### src/rtl/fetch_stage.sv
// Instruction-fetch stage: owns the PC, addresses the ROM combinationally and fills the IF/ID register.
// Optional misaligned-redirect trap enabled by defining FETCH_MISALIGN_CHECK_EN.
module fetch_stage #(
   parameter logic [31:0] RESET_VECTOR = 32'h0000_0000,
   parameter logic [31:0] NOP_INSTR    = 32'h0000_0013
) (
   input  logic        clk,
   input  logic        rst_n,
   input  logic        stall,
   input  logic        redirect,
   input  logic [31:0] redirect_pc,
   output logic [31:0] rom_addr,
   input  logic [31:0] rom_data,
   output logic [31:0] pc_f,
   output logic [31:0] instr_d,
   output logic [31:0] pc_d,
   output logic [31:0] pc_plus4_d,
   output logic        valid_d,
`ifdef FETCH_MISALIGN_CHECK_EN
   output logic        misalign_err,
`endif
   output logic [31:0] fetch_cnt
);

   logic [31:0] fpc_q,      fpc_d;
   logic [31:0] id_instr_q, id_instr_d;
   logic [31:0] id_pc_q,    id_pc_d;
   logic [31:0] id_pc4_q,   id_pc4_d;
   logic        id_valid_q, id_valid_d;
   logic [31:0] cnt_q,      cnt_d;
   logic [31:0] fpc_plus4;
   logic [31:0] redir_target;

   assign fpc_plus4 = fpc_q + 32'd4;

`ifdef FETCH_MISALIGN_CHECK_EN
   logic err_q, err_d;
   logic redir_bad;

   // A misaligned target is never fetched; the core restarts from the reset vector instead.
   assign redir_bad    = |redirect_pc[1:0];
   assign redir_target = redir_bad ? RESET_VECTOR : redirect_pc;
   assign misalign_err = err_q;

   always_comb begin
      err_d = err_q;
      if (redirect && redir_bad) begin
         err_d = 1'b1;
      end
   end

   always_ff @(posedge clk) begin
      if (!rst_n) begin
         err_q <= 1'b0;
      end else begin
         err_q <= err_d;
      end
   end
`else
   assign redir_target = redirect_pc;
`endif

   always_comb begin
      fpc_d      = fpc_q;
      id_instr_d = id_instr_q;
      id_pc_d    = id_pc_q;
      id_pc4_d   = id_pc4_q;
      id_valid_d = id_valid_q;
      cnt_d      = cnt_q;
      if (redirect) begin
         // Squash the word fetched this cycle; pc_d/pc_plus4_d keep their last values.
         fpc_d      = redir_target;
         id_instr_d = NOP_INSTR;
         id_valid_d = 1'b0;
      end else if (!stall) begin
         fpc_d      = fpc_plus4;
         id_instr_d = rom_data;
         id_pc_d    = fpc_q;
         id_pc4_d   = fpc_plus4;
         id_valid_d = 1'b1;
         cnt_d      = cnt_q + 32'd1;
      end
   end

   always_ff @(posedge clk) begin
      if (!rst_n) begin
         fpc_q      <= RESET_VECTOR;
         id_instr_q <= NOP_INSTR;
         id_pc_q    <= 32'd0;
         id_pc4_q   <= 32'd0;
         id_valid_q <= 1'b0;
         cnt_q      <= 32'd0;
      end else begin
         fpc_q      <= fpc_d;
         id_instr_q <= id_instr_d;
         id_pc_q    <= id_pc_d;
         id_pc4_q   <= id_pc4_d;
         id_valid_q <= id_valid_d;
         cnt_q      <= cnt_d;
      end
   end

   assign rom_addr   = fpc_q;
   assign pc_f       = fpc_q;
   assign instr_d    = id_instr_q;
   assign pc_d       = id_pc_q;
   assign pc_plus4_d = id_pc4_q;
   assign valid_d    = id_valid_q;
   assign fetch_cnt  = cnt_q;

endmodule

### config.mk
export PLATFORM = sky130hd
export DESIGN_NAME = fetch_stage
export DESIGN_NICKNAME = d
export VERILOG_FILES = /design/src/rtl/fetch_stage.sv
export SDC_FILE = /design/constraint.sdc
export NUM_CORES = 1
export LEC_CHECK = 0
export BUFFER_PORTS_ARGS = -buffer_cell sky130_fd_sc_hd__buf_2
export CAP_MARGIN = 25
export CORE_ASPECT_RATIO = 0.6
export CORE_UTILIZATION = 50
export DETAILED_ROUTE_END_ITERATION = 7
export PLACE_DENSITY = 0.8
export SLEW_MARGIN = 20
export SYNTH_ARGS = -nofsm -noshare
export SYNTH_HDL_FRONTEND = slang
export SYNTH_SLANG_ARGS = --single-unit
### constraint.sdc
create_clock -name clk -period 5.9 [get_ports clk]
set_input_delay 1.18 -clock clk [delete_from_list [all_inputs] [get_ports clk]]
set_output_delay 1.18 -clock clk [all_outputs]
set_load 0.05 [all_outputs]
---- After elaboration in Yosys (flattened, before gate mapping) ----
Index checks and enable logic that the tools add are counted.
storage, ports and cells
  bits in registers ....................... 161
  logic and storage cells ................. 16
  input port bits ......................... 68
  output and inout port bits .............. 193
cells by class
  reductions and logical operators ........ 2
  $add $sub $neg .......................... 2
  bitwise logic cells ..................... 3
  eq/ne operators ......................... 1
  multiplexer cells ....................... 2
operators by type and width
  kind                                                                     number
  32-bit 2-to-1 mux                                                        2
  32-bit by 1-bit adder with 32-bit output, second input constant          1
  32-bit by 3-bit adder with 32-bit output, second input constant          1
  1-bit NOT                                                                3
  2-bit by 1-bit inequality test with 1-bit output, second input constant  1
  2-bit AND reduction                                                      1
  2-bit OR reduction                                                       1

---- Depth between registers and ports, before layout ----
Gate-level depths: netlist of run 1.
  depth in word-level cells ............... 3
  gate-level depth with buffers ........... 7
  gate-level depth less buffers ........... 5

---- Worst setup path before layout of run 1 ----
OpenSTA, ideal clock, no wires.
  path kind ............................... input -> register
  start ................................... input stall
  end ..................................... register cnt_q[28] (netlist: fetch_cnt[28])
  arrival time ............................ 2,550 ps
  cell stages on the path ................. 6
  setup time .............................. 70 ps
  path slack .............................. 3,280 ps
  required time ........................... 5,830 ps
  path through ............................ nor4bb_1 buf_2 nand4_1 clkbuf_1 or4_1 a21oi_1
on the way
  cells in the longest elaborated chain, start to end .. 2
ends and longest elaborated chain
  element                               line  text
  from (decl)                           9     input logic stall,
  1-bit NOT (no source line)            n/a
  2-bit AND reduction (no source line)  n/a
  to (signal assigned)                  99    cnt_q <= cnt_d;
  to (decl)                             30    logic [31:0] cnt_q, cnt_d;
No other way between the ends.
A chain may end at the register's enable or synchronous reset.

---- Worst setup path in the final report of run 1 ----
  start ................................... input redirect
  end ..................................... register cnt_q[28] (netlist: fetch_cnt[28])
on the way
  cells in the longest elaborated chain, start to end .. 2
ends and longest elaborated chain
  element                               line  text
  from (decl)                           10    input logic redirect,
  1-bit NOT (no source line)            n/a
  2-bit AND reduction (no source line)  n/a
No other way between the ends.

==> results.md, run 1 <==
- Worst setup EP type: flip-flop
- ANT nets after route: 0
- Pin count of the biggest net entering global routing: 62
- Vias in the first global route: 6075
- WL final: 21000 um
- Synth warnings: 0
- Worst Path Buf+Inv: 2
- Post-synth EDFFs: 0
- Core ar.: roughly 14000 um^2
- Drt pass-1 iters: 5
- I/O pin count: 261
- Proportion of layout cells with a drive suffix above 1: 29.2%
- RSZ-0062 raised after global routing: false
- Worst-Margin Slew: 0.939 ns
- Arrival time worst endpoint: about 3.2 ns
- Hold Fails Final Rpt: 0
- Max incr delay on CP: 0.65 ns
- CP required: 6.24 ns
- TritonCTS clock tree: built
- Crit Path Class: input pin to flip-flop
- Setup crit start kind: input pin
- Synth Instances: 875
- Hpwl dp: about 15000 um
- DR DRC count: 0
- Number of buffers created by CTS: 17
- Wire length of the first global-routing pass: 32300 um
- Hold_buf cts: 0
- Max-slew headroom: 37.2%
- Syn Std Cell Area: 7360 um^2
- Max-Cap Viols: 0
- CP Cell Sequence: buf_2, nor4bb_1, buf_4, nand4_1, or4_1, a21oi_1
- Setup Viol. Count Final: 0
- Syn Area/Cell: 8.41 um^2
- Async SR Flop Fraction: 0%
- WHS Path Cells: 2
- Max Freq: 347 MHz
- Area leader, netlist: dfxtp_1
- R2R Path Start: pc_f[2]$_SDFFE_PN0N_
- Dpl cell area: 8370 um^2
- WL/cell: 16.8 um
- Cell family contributing the most delay on the critical path: simple AND/OR/NAND/NOR gates
- Final GP Congestion: 0.856
- Syn nets: around 950
- Number of synthesized register bits: 159
- Hold Path Class: flip-flop to flip-flop
- H-tree Lvls: 4
- Die ar.: 15200 um^2
- Tcrit/Tclk final: between 40 and 50%
- Core Util, Final: 64.1%
- Clock sinks: 159
- Top cells by area, synth: dfxtp_1 43%, mux2i_1 5.2%, a21oi_1 4.9%
- R2r worst-path depth: 5
- Clk buf depth: 2
- Hold endpoint: valid_d$_SDFFE_PP0N_
- Gr ovfl total: 0
- Clock transition at path regs: 0.07 ns
- Synth cell types: 49
- Fin. max-slew vios: 0
- Total Neg Setup Slack: 0 ns
- Post-DR vias/cell: 5.69
- Worst R2R Setup Slack: 3.22 ns
- Initial antenna violation count: 1
- Fin nets: 1118
- Die Y: 96.0 um
- Worst Min Path Start: valid_d$_SDFFE_PP0N_
- Seq/Total Area, Yosys: 43.3%
- Antenna cells: 0
- I/O Buffers: 260
- Root buf cell: clkbuf_16
- Die width: 159 um
- Overall Global Routing Usage: 27.3%
- Worst IR drop on VDD: 0.187 mV
- Slowest CP cell: or4_1
- Worst clock skew: 0.0108 ns
- Outcome: completed
- Synth top area share: a little over two fifths
- DR iter-0 viols: 577
- Post_cts resized: 0
- FF-to-FF End: pc_plus4_d[22]$_SDFFE_PN0P_
- Leak: 3.83 nW
- Fin area: roughly 9000 um^2
- Starting Density: 52.6%
- Post-CTS setup buffer count: 0
- Pwr dens: ~300 nW/um^2
- Via count: 7128
- Top FF cell, synth: dfxtp_1
- Synth-to-layout area growth: 21.9%
- Worst skew pair latency: 0.41 ns
- Core Rows: 33
- Crit-path max FO: 25
- Crit path time final: 2.88 ns
synth_stat cells, types with 4 or more instances:
master	count
buf_4	37
and4_1	10
buf_2	14
o21ai_0	56
or3_1	24
o31ai_1	17
xnor2_1	25
buf_1	4
a31oi_1	12
or4_1	20
nor2_1	68
nor3_1	15
nor4_1	10
nand4_1	21
o311ai_0	4
o41ai_1	4
dfxtp_1	159
clkbuf_1	58
nand2b_1	5
nand3_1	28
nor3b_1	4
mux2i_1	38
and3_1	8
a211oi_1	11
a21oi_1	72
inv_1	8
xor2_1	11
nand2_1	94
a311oi_1	7
through the flow:
stage	hold WS, ns	total power (W)	instances	worst slack [ns]
after floorplan	0.458	0.00152	875	3.28
after global placement	0.436	0.00161	1220	2.74
after detailed placement	0.437	0.00161	1220	2.62
after CTS	0.447	0.00269	1252	3.03
after global routing	0.470	0.00279	1253	2.80
final	0.449	0.00268	1253	3.02
report_power, final:
group          internal, W  switching (W)
logic             0.000105       0.000317
clock network     0.000598       0.000491
registers          0.00112      0.0000561
kinds of logic (layout without fill, tap and decap cells):
kind of cell	Yosys count	count (layout)	synth area share [%]
AOI/OAI and AO/OA	190	190	15.1
xor gates and xnor gates	36	36	4.28
buffers and inverters	122	308	8.45
DFF	159	159	43.3
adders and majority gates	2	2	0.340
muxes	38	38	5.17
and+or+nand+nor	328	328	23.4
routing by layer:
metal  track usage (%)  routed length [um]
met1              37.8                9600
met3              7.16                1900
met2              42.8                9420
met4              5.61                  86
met5                 0                   0
sequential cells by signal, summed over array words and instances (netlist names):
name / cells
fetch_cnt: 32
instr_d: 32
pc_d: 32
pc_f: 32
pc_plus4_d: 30
valid_d: 1
tightest hold or removal path, stage by stage (launching register included):
cell and delay, ns:
dfxtp_1 0.31, inv_1 0.04, a21oi_1 0.05
cells in the final DEF, fill, tap and decap left out, types with 3 or more instances in the layout:
master       n
a311oi_1     7
or3_1       24
nand4_1     21
inv_1        7
and4_1      10
nor4_1      10
and3_1       8
nand2_1     94
o41ai_1      4
xnor2_1     25
a31oi_1     12
xor2_1      11
nor3b_1      4
inv_8        3
buf_4        7
o21ai_0     56
or4_1       20
nand2b_1     5
mux2i_1     38
nand3_1     28
clkbuf_16   17
nor2_1      67
nor3_1      15
o31ai_1     17
a211oi_1    11
o2111ai_1    3
dfxtp_1    159
a21oi_1     72
buf_2      260
clkinv_4     5
o311ai_0     4
worst max path at each step:
stage                     startpoint                     endpoint  cells after the start
after floorplan                stall   fetch_cnt[28]$_SDFFE_PN0P_                      6
after global placement         rst_n  pc_plus4_d[23]$_SDFFE_PN0P_                      7
after detailed placement    redirect   fetch_cnt[28]$_SDFFE_PN0P_                      6
after CTS                   redirect   fetch_cnt[28]$_SDFFE_PN0P_                      6
after global routing        redirect   fetch_cnt[24]$_SDFFE_PN0P_                      6
final                       redirect   fetch_cnt[28]$_SDFFE_PN0P_                      6
area by class of cell:
class                      instances  area (um^2)
timing repair buffer             268         1370
clock inverter                    15          159
inverter                           8         30.0
sequential                       159         3180
multi-input combinational        594         3560
clock buffer                      17          425
fill                            1195         5030
tap                              192          240
Power figures use the tool's default switching activity.
==> run 2: changes to the inputs <==
==> constraint.sdc (replaced) <==
create_clock -name clk -period 2.8 [get_ports clk]
set_input_delay 0.56 -clock clk [delete_from_list [all_inputs] [get_ports clk]]
set_output_delay 0.56 -clock clk [all_outputs]
set_load 0.05 [all_outputs]
==> run 2 against run 1 <==
Against the previous run:
- final cell count grew 1.4%
- count of clock-buffer cells in the layout grew 1
- non-clock buffer count grew 17
- critical path type is now flip-flop to flip-flop
- hold slack worse by 0.076 ns
- critical endpoint is now pc_plus4_d[31]$_SDFFE_PN0P_
==> results.md, run 2 (synthesis results as in run 1) <==
- Outcome: completed
- Gr ovfl total: 0
- ANT nets after route: 0
- Worst setup EP type: flip-flop
- H-tree Lvls: 4
- Pre-CTS setup slack: 0.236 ns
- Die width: 159 um
- Setup Viol. Count Final: 0
- Hold Path Class: input pin to flip-flop
- Setup crit start kind: flip-flop
- I/O Buffers: 260
- Total Neg Setup Slack: 0 ns
- I/O pin count: 261
- Worst-Margin Slew: 0.742 ns
- Fin. max-slew vios: 0
- Worst skew pair latency: 0.42 ns
- Starting Density: 52.6%
- DR iter-0 viols: 578
- Worst clock skew: 0.0117 ns
- Clock sinks: roughly 160
- Synth-to-layout area growth: 24.2%
- CP required: 3.13 ns
- Post-CTS setup buffer count: 0
- Leading cell type in the layout, fill and taps excluded: buf_2
- Arrival time worst endpoint: 2.73 ns
- RSZ-0062 raised after global routing: false
- Hold Fails Final Rpt: 0
- Hold_ws: ~0.37 ns
- Proportion of layout cells with a drive suffix above 1: slightly above 30%
- Clock transition at path regs: 0.07 ns
- Die Y: 96.0 um
- Pwr dens: 632 nW/um^2
- Antenna cells: 0
- Overall Global Routing Usage: 27.2%
- Vias in the first global route: 6022
- Root buf cell: clkbuf_16
- Worst IR drop on VDD: 0.408 mV
- Final GP Congestion: 0.828
- Die ar.: about 15000 um^2
- Via count: 7141
- Tcrit/Tclk final: 85.7%
- Post-DR vias/cell: 5.62
- DR DRC count: 0
- Clk buf depth: 2
- TritonCTS clock tree: built
- Max Freq: 417 MHz
- Crit path setup slack, layout: 0.402 ns
- Leak: around 3.9 nW
- Most frequent cells in the layout: 260 x buf_2, 159 x dfxtp_1, 94 x nand2_1
- Crit path time final: 2.40 ns
- Number of buffers created by CTS: 17
- Fillers: 1200
- Max-Cap Viols: 0
- Drt pass-1 iters: 5
- Pin count of the biggest net entering global routing: 60
- Crit-path max FO: 12
- Hpwl dp: 14900 um
- Core ar.: 14000 um^2
- WL/cell: 16.7 um
- WL final: approximately 21000 um
- Fin nets: 1135
- Initial antenna violation count: 0
- Max-slew headroom: 50.1%
- Core Rows: 33
- Crit Path Class: flip-flop to flip-flop
- Wire length of the first global-routing pass: between 30000 and 40000 um
- Hold_buf cts: 0
- Post_cts resized: 0
[run 2: path summary, 6_finish.rpt]
kind                              from                          end  slack [ns]  cells past startpoint
hold / removal            rom_data[26]     instr_d[26]$_SDFFE_PP0N_        0.37                      3
hold reg to reg   valid_d$_SDFFE_PP0N_         valid_d$_SDFFE_PP0N_        0.45                      2
setup / recovery  pc_f[8]$_SDFFE_PN0N_  pc_plus4_d[31]$_SDFFE_PN0P_        0.40                      4
setup reg to reg  pc_f[8]$_SDFFE_PN0N_  pc_plus4_d[31]$_SDFFE_PN0P_        0.40                      4
[run 2: power by group]
| part | internal, W | switching, W | total (W) |
|---|---|---|---|
| Combinational | 0.000240 | 0.000691 | 0.000931 |
| Clock | 0.00137 | 0.00102 | 0.00240 |
| Sequential | 0.00235 | 0.0000975 | 0.00245 |
| Total | 0.00396 | 0.00181 | 0.00578 |
[run 2: routing by layer]
layer / vias to the layer above / GRT usage (%) / wire length [um] / part of all wire (%)
li1: 3482 / - / - / -
met1: 3349 / 39.0 / 9900 / 47
met2: 292 / 41.0 / 9340 / 44
met3: 18 / 5.99 / 1710 / 8.1
met4: 0 / 7.69 / 204 / 0.96
met5: - / 0 / 0 / 0
[run 2: final cells by class]
class	count	area, um^2	share of cell area [%]
clock inverter	14	170	1.86
multi-input combinational	594	3560	39.0
timing repair buffer	285	1510	16.6
sequential	159	3180	34.8
tap	192	240	2.63
inverter	8	30.0	0.329
clock buffer	18	439	4.81
[run 2: per-stage QoR]
stage                     instances  utilization (%)  area [um^2]  power, W
after floorplan                 875                -         7360   0.00321
after global placement         1238             60.9         8530   0.00342
after detailed placement       1238             60.9         8530   0.00343
after CTS                      1270             65.3         9140   0.00580
after global routing           1270             65.3         9140   0.00598
final                          1270             65.3         9140   0.00578
[run 2: worst max-delay path, cell delays in order (launching register included)]
cell	delay, ns
dfxtp_1	0.53
nand3_1	0.38
or4_4	0.73
or4_1	0.49
a31oi_1	0.19
==> run 3: changes to the inputs <==
--- a/config.mk
+++ b/config.mk
@@ -11,6 +11,7 @@
 export CORE_UTILIZATION = 50
 export DETAILED_ROUTE_END_ITERATION = 7
 export PLACE_DENSITY = 0.8
+export REMOVE_ABC_BUFFERS = 1
 export SLEW_MARGIN = 20
 export SYNTH_ARGS = -nofsm -noshare
 export SYNTH_HDL_FRONTEND = slang
==> run 3 against run 2 <==
Against the previous run:
- combinational power about the same
- fmax down 1.9%
- sequential power about the same
- hold slack better by 0.0023 ns
==> results.md, run 3 (synthesis results as in run 1) <==
- Worst-Margin Slew: between 0.7 and 0.8 ns
- Clock transition at path regs: approximately 0.070 ns
- Clk buf depth: 2
- Fin area: 9180 um^2
- WL/cell: 16.6 um
- Fin. max-slew vios: 0
- Slowest CP cell: or4_1
- Worst Min Path Start: rom_data[20]
- Worst setup EP type: flip-flop
- Outcome: completed
- Gr ovfl total: 0
- R2r worst-path depth: 4
- Post-Place Cells: 1234
- Overall Global Routing Usage: 27.4%
- Dpl cell area: 8520 um^2
- Proportion of layout cells with a drive suffix above 1: 30.1%
- Core ar.: between 10000 and 15000 um^2
- Hpwl dp: around 15000 um
- Die width: 159 um
- Final std cells w/o fill: 1266
- Hold_buf cts: 0
- Start point of the critical path: pc_f[8]$_SDFFE_PN0N_
- Worst skew pair latency: a little over 0.4 ns
- Fin nets: between 1k and 1.5k
- Pwr dens: 648 nW/um^2
- Core Rows: 33
- Worst clock skew: 0.0110 ns
- Wire length of the first global-routing pass: 32400 um
- Die Y: 96.0 um
- Most frequent cells in the layout: 260 x buf_2, 159 x dfxtp_1, 94 x nand2_1
- Max-Cap Viols: 0
- Post_cts resized: 0
- I/O Buffers: 260
- Starting Density: 52.6%
- Via count: 7187
- CP Cell Sequence: nand3_1, or4_1, or4_1, nand3_1
- Seq pwr share: 41.2%
- Gate power share: between 10% and 20%
- Net Sw Frac: 30.7%
- FF-to-FF End: pc_f[31]$_SDFFE_PN0N_
- DR iter-0 viols: 567
- Max-slew headroom: between 50% and 60%
- RSZ-0062 raised after global routing: false
- Crit path time final: 2.45 ns
- Post-DR vias/cell: between 5 and 6
- Root buf cell: clkbuf_16
- Sw Pwr: around 0.0018 W
- Hold Path Class: input pin to flip-flop
- Clock power share: 43.2%
- WL final: 21000 um
- R2R Path Start: pc_f[8]$_SDFFE_PN0N_
- Drt pass-1 iters: 6
- Fillers: 1233
- Post-CTS setup buffer count: 0
- CP required: 3.16 ns
- Initial antenna violation count: 0
- TritonCTS clock tree: built
- Hold endpoint: instr_d[20]$_SDFFE_PP0N_
- Internal power: 0.00412 W
- Arrival time worst endpoint: around 2.8 ns
- Max Freq: between 400 and 500 MHz
- Pin count of the biggest net entering global routing: 68
- Tcrit/Tclk final: approximately 87%
- Synth-to-layout area growth: 24.7%
- Die ar.: roughly 15000 um^2
- Antenna cells: 0
- DR DRC count: 0
- Max incr delay on CP: 0.81 ns
- Crit-path max FO: 12
- Worst R2R Setup Slack: between 0.3 and 0.4 ns
- Setup crit start kind: flip-flop
- Leading cell type in the layout, fill and taps excluded: buf_2
- Hold Fails Final Rpt: 0
- Worst IR drop on VDD: 0.375 mV
- H-tree Lvls: 4
- WHS Path Cells: 3
- I/O pin count: approximately 260
- Setup Viol. Count Final: 0
- Crit Path Class: flip-flop to flip-flop
- Vias in the first global route: 6162
- Leak: approximately 4 nW
- Tot Pwr: ~0.006 W
- ANT nets after route: 0
- Hold_ws: 0.375 ns
- Number of buffers created by CTS: 17
- Final GP Congestion: 0.853
- Clock sinks: 159
-- run 3: cell count changes in the layout (fill, tap and decap cells not counted) --
cell        before  now
buf_12           2    4
clkbuf_8         1    0
inv_8            4    2
buf_4           23   17
clkinv_8         0    1
clkinvlp_4       1    0
clkinv_4         3    2
inv_6            3    5
bufinv_16        2    4
-- run 3: power by group through the flow --
stage	Clock [W]	Sequential, W	Combinational, W
final	0.00257	0.00245	0.000928
after global routing	0.00270	0.00247	0.000985
after CTS	0.00259	0.00245	0.000930
after detailed placement	0	0.00250	0.000927
after global placement	0	0.00250	0.000922
after floorplan	0	0.00291	0.000204
-- run 3: how the worst max path moves through the flow --
stage	to	slack, ns	cells past startpoint
final	pc_f[31]$_SDFFE_PN0N_	0.35	4
after global routing	pc_f[31]$_SDFFE_PN0N_	0.26	4
after CTS	pc_f[31]$_SDFFE_PN0N_	0.40	4
after detailed placement	fetch_cnt[20]$_SDFFE_PN0P_	0.21	5
after global placement	fetch_cnt[26]$_SDFFE_PN0P_	0.29	5
after floorplan	pc_f[29]$_SDFFE_PN0N_	-1.0	4
-- run 3: worst max-delay path: cells and delay by family, from the launching register on --
kind             cells  cell delay (ns)
AND/OR/NAND/NOR      4             1.87
flip-flops           1             0.52
-- run 3: per-stage QoR --
step           TNS [ns]  utilization (%)  setup WS (ns)
3_5_place_dp          0             60.9          0.208
4_1_cts               0             65.5          0.396
2_1_floorplan    -47.97                -         -0.998
6_report              0             65.5          0.354
3_3_place_gp          0             60.9          0.293
5_1_grt               0             65.5          0.264
-- run 3: metal layers --
| layer | wire length, um | part of all wire (%) | GRT usage [%] |
|---|---|---|---|
| met2 | 9240 | 44 | 43.2 |
| met3 | 1800 | 8.6 | 6.03 |
| met4 | 188 | 0.90 | 6.17 |
| met1 | 9740 | 46 | 38.2 |
| met5 | 0 | 0 | 0 |
-- run 3: final cells by class --
class	instances	area (um^2)	area share (%)
Sequential cell	159	3180	34.7
Clock inverter	15	225	2.45
Tap cell	192	240	2.62
Timing Repair Buffer	281	1510	16.4
Clock buffer	17	425	4.64
Inverter	8	30.0	0.327
Multi-Input combinational cell	594	3560	38.8
